$ cat src/rtl/ws2812_frame_sched_pkg.sv
// ws2812_pkg: shared states, RAM lane encodings and default guard length for the WS2812 write scheduler.
package ws2812_pkg;
    typedef enum logic [2:0] {IDLE, LOAD, LINK, FULL, TERM, HOLD} state_t;
    localparam logic [3:0] LANE_LINK = 4'b1000;
    localparam logic [3:0] LANE_G = 4'b0100;
    localparam logic [3:0] LANE_R = 4'b0010;
    localparam logic [3:0] LANE_B = 4'b0001;
    localparam logic [19:0] FRAME_CYC_DEF = 20'd400000;
    function automatic logic [3:0] lane(input logic [1:0] sub);
        return sub == 2'd0 ? LANE_G : sub == 2'd1 ? LANE_R : LANE_B;
    endfunction
endpackage

$ cat src/rtl/ws2812_frame_sched_if.sv
// ws2812_frame_sched_if: host byte stream plus RAM write port and commit pulse of the frame scheduler.
interface ws2812_frame_sched_if;
    logic       sof_in;
    logic       eof_in;
    logic       byte_vld_in;
    logic [7:0] byte_data_in;
    logic       byte_rdy_out;
    logic       err_out;
    logic [5:0] wr_addr_out;
    logic [3:0] byte_en_out;
    logic [7:0] byte_data_out;
    logic       layer_en_out;
    logic       frame_rdy_out;
    modport master (
        output sof_in, eof_in, byte_vld_in, byte_data_in,
        input  byte_rdy_out, err_out, wr_addr_out, byte_en_out, byte_data_out, layer_en_out, frame_rdy_out
    );
    modport slave (
        input  sof_in, eof_in, byte_vld_in, byte_data_in,
        output byte_rdy_out, err_out, wr_addr_out, byte_en_out, byte_data_out, layer_en_out, frame_rdy_out
    );
endinterface

$ cat src/rtl/ws2812_guard_tmr.sv
// ws2812_guard_tmr: loadable 20-bit down-counter that reports expiry once it reaches zero.
module ws2812_guard_tmr (
    input  logic        clk_in,
    input  logic        rst_n_in,
    input  logic        load,
    input  logic [19:0] load_val,
    output logic        expired
);
    logic [19:0] cnt;
    always_ff @(posedge clk_in or negedge rst_n_in)
        if (!rst_n_in) cnt <= '0;
        else cnt <= load ? load_val : (cnt != '0 ? cnt - 20'd1 : cnt);
    assign expired = cnt == '0;
endmodule

$ cat src/rtl/ws2812_frame_sched.sv
// ws2812_frame_sched: writes host G/R/B bytes plus link bytes into the pixel RAM, commits frames, guards in-flight frames.
// Define WS2812_SCHED_AUTO_COMMIT_EN to commit right after the last pixel's link instead of waiting for eof_in.
module ws2812_frame_sched
    import ws2812_pkg::*;
#(
    parameter int          LED_NUM   = 64,
    parameter logic [19:0] FRAME_CYC = FRAME_CYC_DEF
) (
    input logic clk_in,
    input logic rst_n_in,
    ws2812_frame_sched_if.slave bus
);
`ifdef WS2812_SCHED_AUTO_COMMIT_EN
    localparam bit AUTO = 1'b1;
`else
    localparam bit AUTO = 1'b0;
`endif
    state_t     state_q, state_d;
    logic [5:0] pix_q, pix_d, addr_d;
    logic [1:0] sub_q, sub_d;
    logic       cmt_q, cmt_d, pend_q, pend_d, err_q, err_d, rdy_q, rdy_d;
    logic [3:0] en_d;
    logic [7:0] data_d;
    logic       frdy_d, tmr_load, tmr_exp, sof_act, acc, last;

    ws2812_guard_tmr u_tmr (
        .clk_in   (clk_in),
        .rst_n_in (rst_n_in),
        .load     (tmr_load),
        .load_val (FRAME_CYC),
        .expired  (tmr_exp)
    );

    assign acc  = bus.byte_vld_in & rdy_q;
    assign last = pix_q == 6'(LED_NUM - 1);

    always_comb begin
        state_d  = state_q;
        pix_d    = pix_q;
        sub_d    = sub_q;
        cmt_d    = 1'b0;
        pend_d   = pend_q;
        addr_d   = pix_q;
        en_d     = 4'b0000;
        data_d   = bus.byte_data_in;
        frdy_d   = 1'b0;
        tmr_load = 1'b0;
        sof_act  = 1'b0;
        case (state_q)
            IDLE, LOAD: begin
                if (bus.sof_in) begin
                    sof_act = 1'b1;
                    state_d = LOAD;
                    pix_d   = '0;
                    sub_d   = acc ? 2'd1 : 2'd0;
                    addr_d  = '0;
                    en_d    = acc ? LANE_G : 4'b0000;
                end else if (state_q == LOAD && bus.eof_in && !AUTO) begin
                    state_d = pix_q == '0 ? IDLE : TERM;
                end else if (state_q == LOAD && acc) begin
                    en_d    = lane(sub_q);
                    sub_d   = sub_q + 2'd1;
                    state_d = sub_q == 2'd2 ? LINK : LOAD;
                end
            end
            LINK: begin
                en_d   = LANE_LINK;
                data_d = last ? 8'h00 : {2'b00, pix_q + 6'd1};
                pix_d  = pix_q + 6'd1;
                sub_d  = '0;
                if (bus.sof_in) begin
                    sof_act = 1'b1;
                    state_d = LOAD;
                    pix_d   = '0;
                end else if (!last) begin
                    state_d = LOAD;
                end else begin
                    state_d = AUTO ? HOLD : FULL;
                    cmt_d   = AUTO;
                end
            end
            FULL: begin
                if (bus.sof_in) begin
                    sof_act = 1'b1;
                    state_d = LOAD;
                    pix_d   = '0;
                    sub_d   = '0;
                end else if (bus.eof_in) begin
                    state_d = HOLD;
                    cmt_d   = 1'b1;
                end
            end
            TERM: begin
                addr_d  = pix_q - 6'd1;
                en_d    = LANE_LINK;
                data_d  = 8'h00;
                sof_act = bus.sof_in;
                state_d = bus.sof_in ? LOAD : HOLD;
                cmt_d   = !bus.sof_in;
                pix_d   = bus.sof_in ? 6'd0 : pix_q;
                sub_d   = '0;
            end
            HOLD: begin
                pend_d = pend_q | bus.sof_in;
                // The commit cycle loads the timer, so expiry is only judged afterwards.
                if (cmt_q) begin
                    frdy_d   = 1'b1;
                    tmr_load = 1'b1;
                end else if (tmr_exp) begin
                    state_d = (pend_q | bus.sof_in) ? LOAD : IDLE;
                    pend_d  = 1'b0;
                    pix_d   = '0;
                    sub_d   = '0;
                end
            end
            default: state_d = IDLE;
        endcase
        rdy_d = state_d == IDLE || state_d == LOAD;
        err_d = (err_q & ~sof_act) | (bus.byte_vld_in & ~rdy_q & (state_q != IDLE));
    end

    always_ff @(posedge clk_in or negedge rst_n_in)
        if (!rst_n_in) begin
            state_q           <= IDLE;
            pix_q             <= '0;
            sub_q             <= '0;
            cmt_q             <= 1'b0;
            pend_q            <= 1'b0;
            err_q             <= 1'b0;
            rdy_q             <= 1'b1;
            bus.wr_addr_out   <= '0;
            bus.byte_en_out   <= '0;
            bus.byte_data_out <= '0;
            bus.layer_en_out  <= 1'b0;
            bus.frame_rdy_out <= 1'b0;
        end else begin
            state_q           <= state_d;
            pix_q             <= pix_d;
            sub_q             <= sub_d;
            cmt_q             <= cmt_d;
            pend_q            <= pend_d;
            err_q             <= err_d;
            rdy_q             <= rdy_d;
            bus.wr_addr_out   <= addr_d;
            bus.byte_en_out   <= en_d;
            bus.byte_data_out <= data_d;
            bus.layer_en_out  <= |en_d;
            bus.frame_rdy_out <= frdy_d;
        end

    assign bus.byte_rdy_out = rdy_q;
    assign bus.err_out      = err_q;
endmodule
$ cat src/flat_wrapper.sv
// flat-port wrapper written by rule: the top's interface ports become plain ports
module ws2812_frame_sched_flat import ws2812_pkg::*;
#(
    parameter int          LED_NUM   = 64,
    parameter logic [19:0] FRAME_CYC = FRAME_CYC_DEF
)
  (clk_in, rst_n_in, bus_sof_in, bus_eof_in, bus_byte_vld_in, bus_byte_data_in, bus_byte_rdy_out, bus_err_out, bus_wr_addr_out, bus_byte_en_out, bus_byte_data_out, bus_layer_en_out, bus_frame_rdy_out);
  ws2812_frame_sched_if bus_i ();
  input logic clk_in;
  input logic rst_n_in;
  input wire logic [$bits(bus_i.sof_in)-1:0] bus_sof_in;
  input wire logic [$bits(bus_i.eof_in)-1:0] bus_eof_in;
  input wire logic [$bits(bus_i.byte_vld_in)-1:0] bus_byte_vld_in;
  input wire logic [$bits(bus_i.byte_data_in)-1:0] bus_byte_data_in;
  output wire logic [$bits(bus_i.byte_rdy_out)-1:0] bus_byte_rdy_out;
  output wire logic [$bits(bus_i.err_out)-1:0] bus_err_out;
  output wire logic [$bits(bus_i.wr_addr_out)-1:0] bus_wr_addr_out;
  output wire logic [$bits(bus_i.byte_en_out)-1:0] bus_byte_en_out;
  output wire logic [$bits(bus_i.byte_data_out)-1:0] bus_byte_data_out;
  output wire logic [$bits(bus_i.layer_en_out)-1:0] bus_layer_en_out;
  output wire logic [$bits(bus_i.frame_rdy_out)-1:0] bus_frame_rdy_out;
  assign bus_i.sof_in = bus_sof_in;
  assign bus_i.eof_in = bus_eof_in;
  assign bus_i.byte_vld_in = bus_byte_vld_in;
  assign bus_i.byte_data_in = bus_byte_data_in;
  assign bus_byte_rdy_out = bus_i.byte_rdy_out;
  assign bus_err_out = bus_i.err_out;
  assign bus_wr_addr_out = bus_i.wr_addr_out;
  assign bus_byte_en_out = bus_i.byte_en_out;
  assign bus_byte_data_out = bus_i.byte_data_out;
  assign bus_layer_en_out = bus_i.layer_en_out;
  assign bus_frame_rdy_out = bus_i.frame_rdy_out;
  ws2812_frame_sched #(.LED_NUM(LED_NUM), .FRAME_CYC(FRAME_CYC)) u_core (.clk_in(clk_in), .rst_n_in(rst_n_in), .bus(bus_i));
endmodule
$ cat config.mk
export PLATFORM = sky130hd
export DESIGN_NAME = ws2812_frame_sched_flat
export DESIGN_NICKNAME = d
export VERILOG_FILES = /design/src/rtl/ws2812_frame_sched_pkg.sv /design/src/rtl/ws2812_frame_sched_if.sv /design/src/rtl/ws2812_guard_tmr.sv /design/src/rtl/ws2812_frame_sched.sv /design/src/flat_wrapper.sv
export SDC_FILE = /design/constraint.sdc
export NUM_CORES = 1
export LEC_CHECK = 0
export ABC_CLOCK_PERIOD_IN_PS = 3150
export BUFFER_PORTS_ARGS = -buffer_cell sky130_fd_sc_hd__buf_2
export CAP_MARGIN = 20
export CORE_MARGIN = 3
export CORE_UTILIZATION = 45
export DETAILED_ROUTE_END_ITERATION = 8
export PLACE_DENSITY_LB_ADDON = 0.3
export SLEW_MARGIN = 20
export SYNTH_ARGS = -nofsm -noshare
export SYNTH_HDL_FRONTEND = slang
export SYNTH_HIERARCHICAL = 1
export SYNTH_SLANG_ARGS = --single-unit
$ cat constraint.sdc
create_clock -name clk_in -period 3.15 [get_ports clk_in]
set_clock_uncertainty 0.2 [all_clocks]
set_input_delay 0.315 -clock clk_in [delete_from_list [all_inputs] [get_ports clk_in]]
set_output_delay 0.315 -clock clk_in [all_outputs]
set_load 0.05 [all_outputs]
==> impl_metrics.env <==
export IMPL_status="finished, final reports clean"
export IMPL_globalRouteOverflowTotal=0
export IMPL_cp_common_cell="sky130_fd_sc_hd__nor2_1"
export IMPL_synth_enable_flop_cells=0
export IMPL_syn_instance_count=343
export IMPL_detail_route_wl_per_cell_um=14.5
export IMPL_end_kind="flip-flop"
export IMPL_critical_path_max_stage_delay_ns=0.70
export IMPL_yosys_mux_area_fraction_pct=0.677
export IMPL_slew_limit_headroom_pct=41.8
export IMPL_critical_path_top_delay_family="simple AND/OR/NAND/NOR gates"
export IMPL_fin_setup_tns_ns=0
export IMPL_clk_pin_slew_ns=0.10
export IMPL_layout_drive_gt1_share_pct=15.9
export IMPL_synthesis_area_per_instance_sq_um=9.16
export IMPL_synthArstFlopShare_pct=100
export IMPL_synth_compound_area_share_pct=18.8
export IMPL_synthXorXnorAreaFrac_pct=3.35
export IMPL_design_die_area_sq_um=8020
export IMPL_hold_viol=0
export IMPL_cap_viol_max_count=0
export IMPL_critical_path_class="flip-flop to flip-flop"
export IMPL_final_common_cell="sky130_fd_sc_hd__dfrtp_1"
export IMPL_dr_vias=2667
export IMPL_r2r_start="u_core/u_tmr/cnt[10]"
export IMPL_worst_setup_path_start_kind="flip-flop"
export IMPL_tritoncts="built"
export IMPL_drt_total_wl_um=7090
export IMPL_synth_seq_area_share_pct=43.8
export IMPL_cellPowerDensity_nw_per_um2=759
export IMPL_cts_repair_resize_count=0
export IMPL_hold_path_cell_count=3
export IMPL_reg2reg_depth=7
export IMPL_reg2reg_to="u_core/pix_q[3]"
export IMPL_most_frequent_cells_in_the_layout="sky130_fd_sc_hd__dfrtp_1 (54), sky130_fd_sc_hd__nand2_1 (41), sky130_fd_sc_hd__buf_2 (34)"
export IMPL_min_delay_start="bus_byte_data_in[3]"
export IMPL_global_route_usage_total_pct=19.3
export IMPL_net_switching_power_mw=1.17
export IMPL_detailedRoute_firstPassIterationCount=4
export IMPL_power_leakage_nw=1.55
export IMPL_core_area_sq_um=6570
export IMPL_post_detailed_route_drc_marker_count=0
export IMPL_layout_nets=420
export IMPL_whs_endpoint="u_core/bus.byte_data_out[3]"
export IMPL_grt_pass1_vias=2569
export IMPL_critical_path_n_buffers_inverters=0
export IMPL_cts_sinks=55
export IMPL_clkPwrFrac_pct=17.4
export IMPL_synth_top_family_by_area="simple AND/OR/NAND/NOR gates"
export IMPL_max_slew_worst_pin_slew_ns=0.871
export IMPL_synth_main_ff_cell="sky130_fd_sc_hd__dfrtp_1"
export IMPL_cts_root_buffer_cell="sky130_fd_sc_hd__clkbuf_8"
export IMPL_postLayoutSetupSlackWorst_ns=0.319
export IMPL_placed_area_sq_um=3500
export IMPL_summed_area_of_non_filler_cells_in_the_final_layout_sq_um=3630
export IMPL_number_of_antenna_violations_at_the_first_check_in_global_routing=0
export IMPL_synth_ff_latch_count=55
export IMPL_routabilityCongestion=0.866
export IMPL_internal_power_mw=1.58
export IMPL_switching_share_of_total_power_pct=42.5
export IMPL_num_antenna_cells=0
export IMPL_timing_max_transition_violations_final=0
export IMPL_clock_path_buffers=2
export IMPL_crit_required_ns=3.17
export IMPL_synthesis_area_sq_um=3140
export IMPL_yosysUniqueCellTypes=60
export IMPL_timing_final_crit_share_pct=89.9
export IMPL_final_total_pwr_mw=2.75
export IMPL_areaGrowthSynthToFinish_pct=15.4
export IMPL_initial_core_utilization_pct=47.8
export IMPL_final_report_setup_violation_count=0
export IMPL_ctsHtreeMaxLevel=2
export IMPL_wire_length_of_the_first_global_routing_pass_um=12100
export IMPL_post_dp_hpwl_um=5060
export IMPL_power_combinational_fraction_pct=40.4
export IMPL_adder_cell_share_of_the_synthesized_area_pct=4.78
export IMPL_critPathMaxFanout=6
export IMPL_die_height_um=89.6
export IMPL_crit_arrival_ns=2.85
export IMPL_hold_path_class="input port to flip-flop"
export IMPL_seq_power_share_pct=42.2
export IMPL_fmaxAchievable_ghz=0.353
export IMPL_fp_row_count=29
export IMPL_die_w_um=89.6
export IMPL_rsz0062_at_grt="false"
export IMPL_clk_insertion_delay_late_ns=0.30
export IMPL_tritoncts_num_buffers=5
export IMPL_finalCriticalPeriod_ns=2.83
export IMPL_simple_gate_share_of_the_synthesized_area_pct=24.3
export IMPL_ant_nets=0
export IMPL_yosysWarningCount=6
export IMPL_worstPathCellList="nor4_2 -> nand4_1 -> nor2_1 -> nor2b_1 -> nor2_1 -> or4b_2 -> o21ai_0"
export IMPL_port_buffers=34
export IMPL_grt_start_max_net_pins=56
export IMPL_drt_iter0_markers=110
export IMPL_io_pin_count=35
export IMPL_critical_path_slowest_cell="sky130_fd_sc_hd__or4b_2"
export IMPL_worst_ir_drop_vdd_uv=330
export IMPL_worst_r2r_setup_slack_ns=0.32
export IMPL_vias_per_cell=5.45
export IMPL_post_place_ws_ns=0.362
-- per-stage QoR --
stage | utilization, % | cells | hold WS [ns]
floorplan | - | 361 | -0.181
global placement | 53.3 | 480 | 0.283
detailed placement | 53.3 | 480 | 0.290
CTS | 55.2 | 489 | 0.00620
global route | 55.2 | 489 | 0.0272
finish | 55.2 | 489 | 0.0145
-- layout make-up --
| class | count | area [sq um] |
|---|---|---|
| Tap cell | 93 | 116 |
| Timing Repair Buffer | 42 | 245 |
| Multi-Input combinational cell | 274 | 1710 |
| Fill cell | 580 | 2940 |
| Sequential cell | 55 | 1380 |
| Clock buffer | 6 | 82.6 |
| Clock inverter | 2 | 35.0 |
| Inverter | 17 | 63.8 |
-- tightest hold or removal path, cell delays in order --
cell and delay, ns:
sky130_fd_sc_hd__buf_2 0.07, sky130_fd_sc_hd__nand2_1 0.04, sky130_fd_sc_hd__o21ai_0 0.06
-- worst max path at each step --
stage | slack (ns) | from | cells past startpoint | to
global route | 0.04 | u_core/u_tmr/cnt[16] | 7 | u_core/pix_q[4]
floorplan | 0.11 | u_core/u_tmr/cnt[6] | 7 | u_core/pix_q[0]
finish | 0.32 | u_core/u_tmr/cnt[10] | 7 | u_core/pix_q[3]
CTS | 0.34 | u_core/u_tmr/cnt[10] | 7 | u_core/pix_q[3]
detailed placement | 0.36 | u_core/u_tmr/cnt[10] | 7 | u_core/pix_q[3]
global placement | 0.44 | u_core/u_tmr/cnt[10] | 7 | u_core/pix_q[1]
-- cell families after synthesis --
family / count (synthesis)
flip-flops: 55
XOR/XNOR: 12
AO/OA/AOI/OAI: 89
buffers and inverters: 32
other: 2
adder cells (fa/ha/maj): 12
AND/OR/NAND/NOR: 139
multiplexers: 2
-- power groups by stage --
| stage | Clock (mW) | Sequential, mW | Combinational (mW) |
|---|---|---|---|
| 2_1_floorplan | 0 | 1.31 | 0.664 |
| 3_3_place_gp | 0 | 1.15 | 1.09 |
| 3_5_place_dp | 0 | 1.17 | 1.10 |
| 4_1_cts | 0.493 | 1.15 | 1.11 |
| 5_1_grt | 0.525 | 1.20 | 1.23 |
| 6_report | 0.478 | 1.16 | 1.11 |
-- sequential cells by signal (all words and copies together), names as in the netlist --
name                      count
u_core/state_q                3
u_core/bus.layer_en_out       1
u_core/u_tmr/cnt             20
u_core/pix_q                  6
u_core/bus.byte_data_out      8
u_core/bus.wr_addr_out        6
u_core/bus.byte_rdy_out       1
u_core/bus.err_out            1
u_core/bus.byte_en_out        4
u_core/sub_q                  2
u_core/pend_q                 1
u_core/bus.frame_rdy_out      1
u_core/cmt_q                  1
-- timing repair --
item | in CTS | in global routing
endpoints found under the hold margin | 54 | 0
hold buffers | 1 | 0
setup buffers | 0 | 0
-- cell usage after synthesis, drive strengths merged (7+ instances only) --
cell type | number | share of area (%)
a21oi | 13 | 2.2
clkbuf | 12 | 1.5
dfrtp | 54 | 43
ha | 12 | 4.8
inv | 17 | 2.0
nand2 | 42 | 5.1
nand3 | 8 | 1.3
nor2 | 17 | 2.0
nor3 | 15 | 2.4
nor4 | 9 | 2.4
o21ai | 30 | 4.8
o31ai | 12 | 2.9
xor2 | 7 | 2.0
-- routing by layer --
metal  global-route usage (%)  share of wire, %
met2                     32.5                49
met5                        0                 0
met1                     25.7                46
met3                     2.76               3.6
met4                     5.82               1.1
No activity file was read; power rests on OpenSTA's default activity.
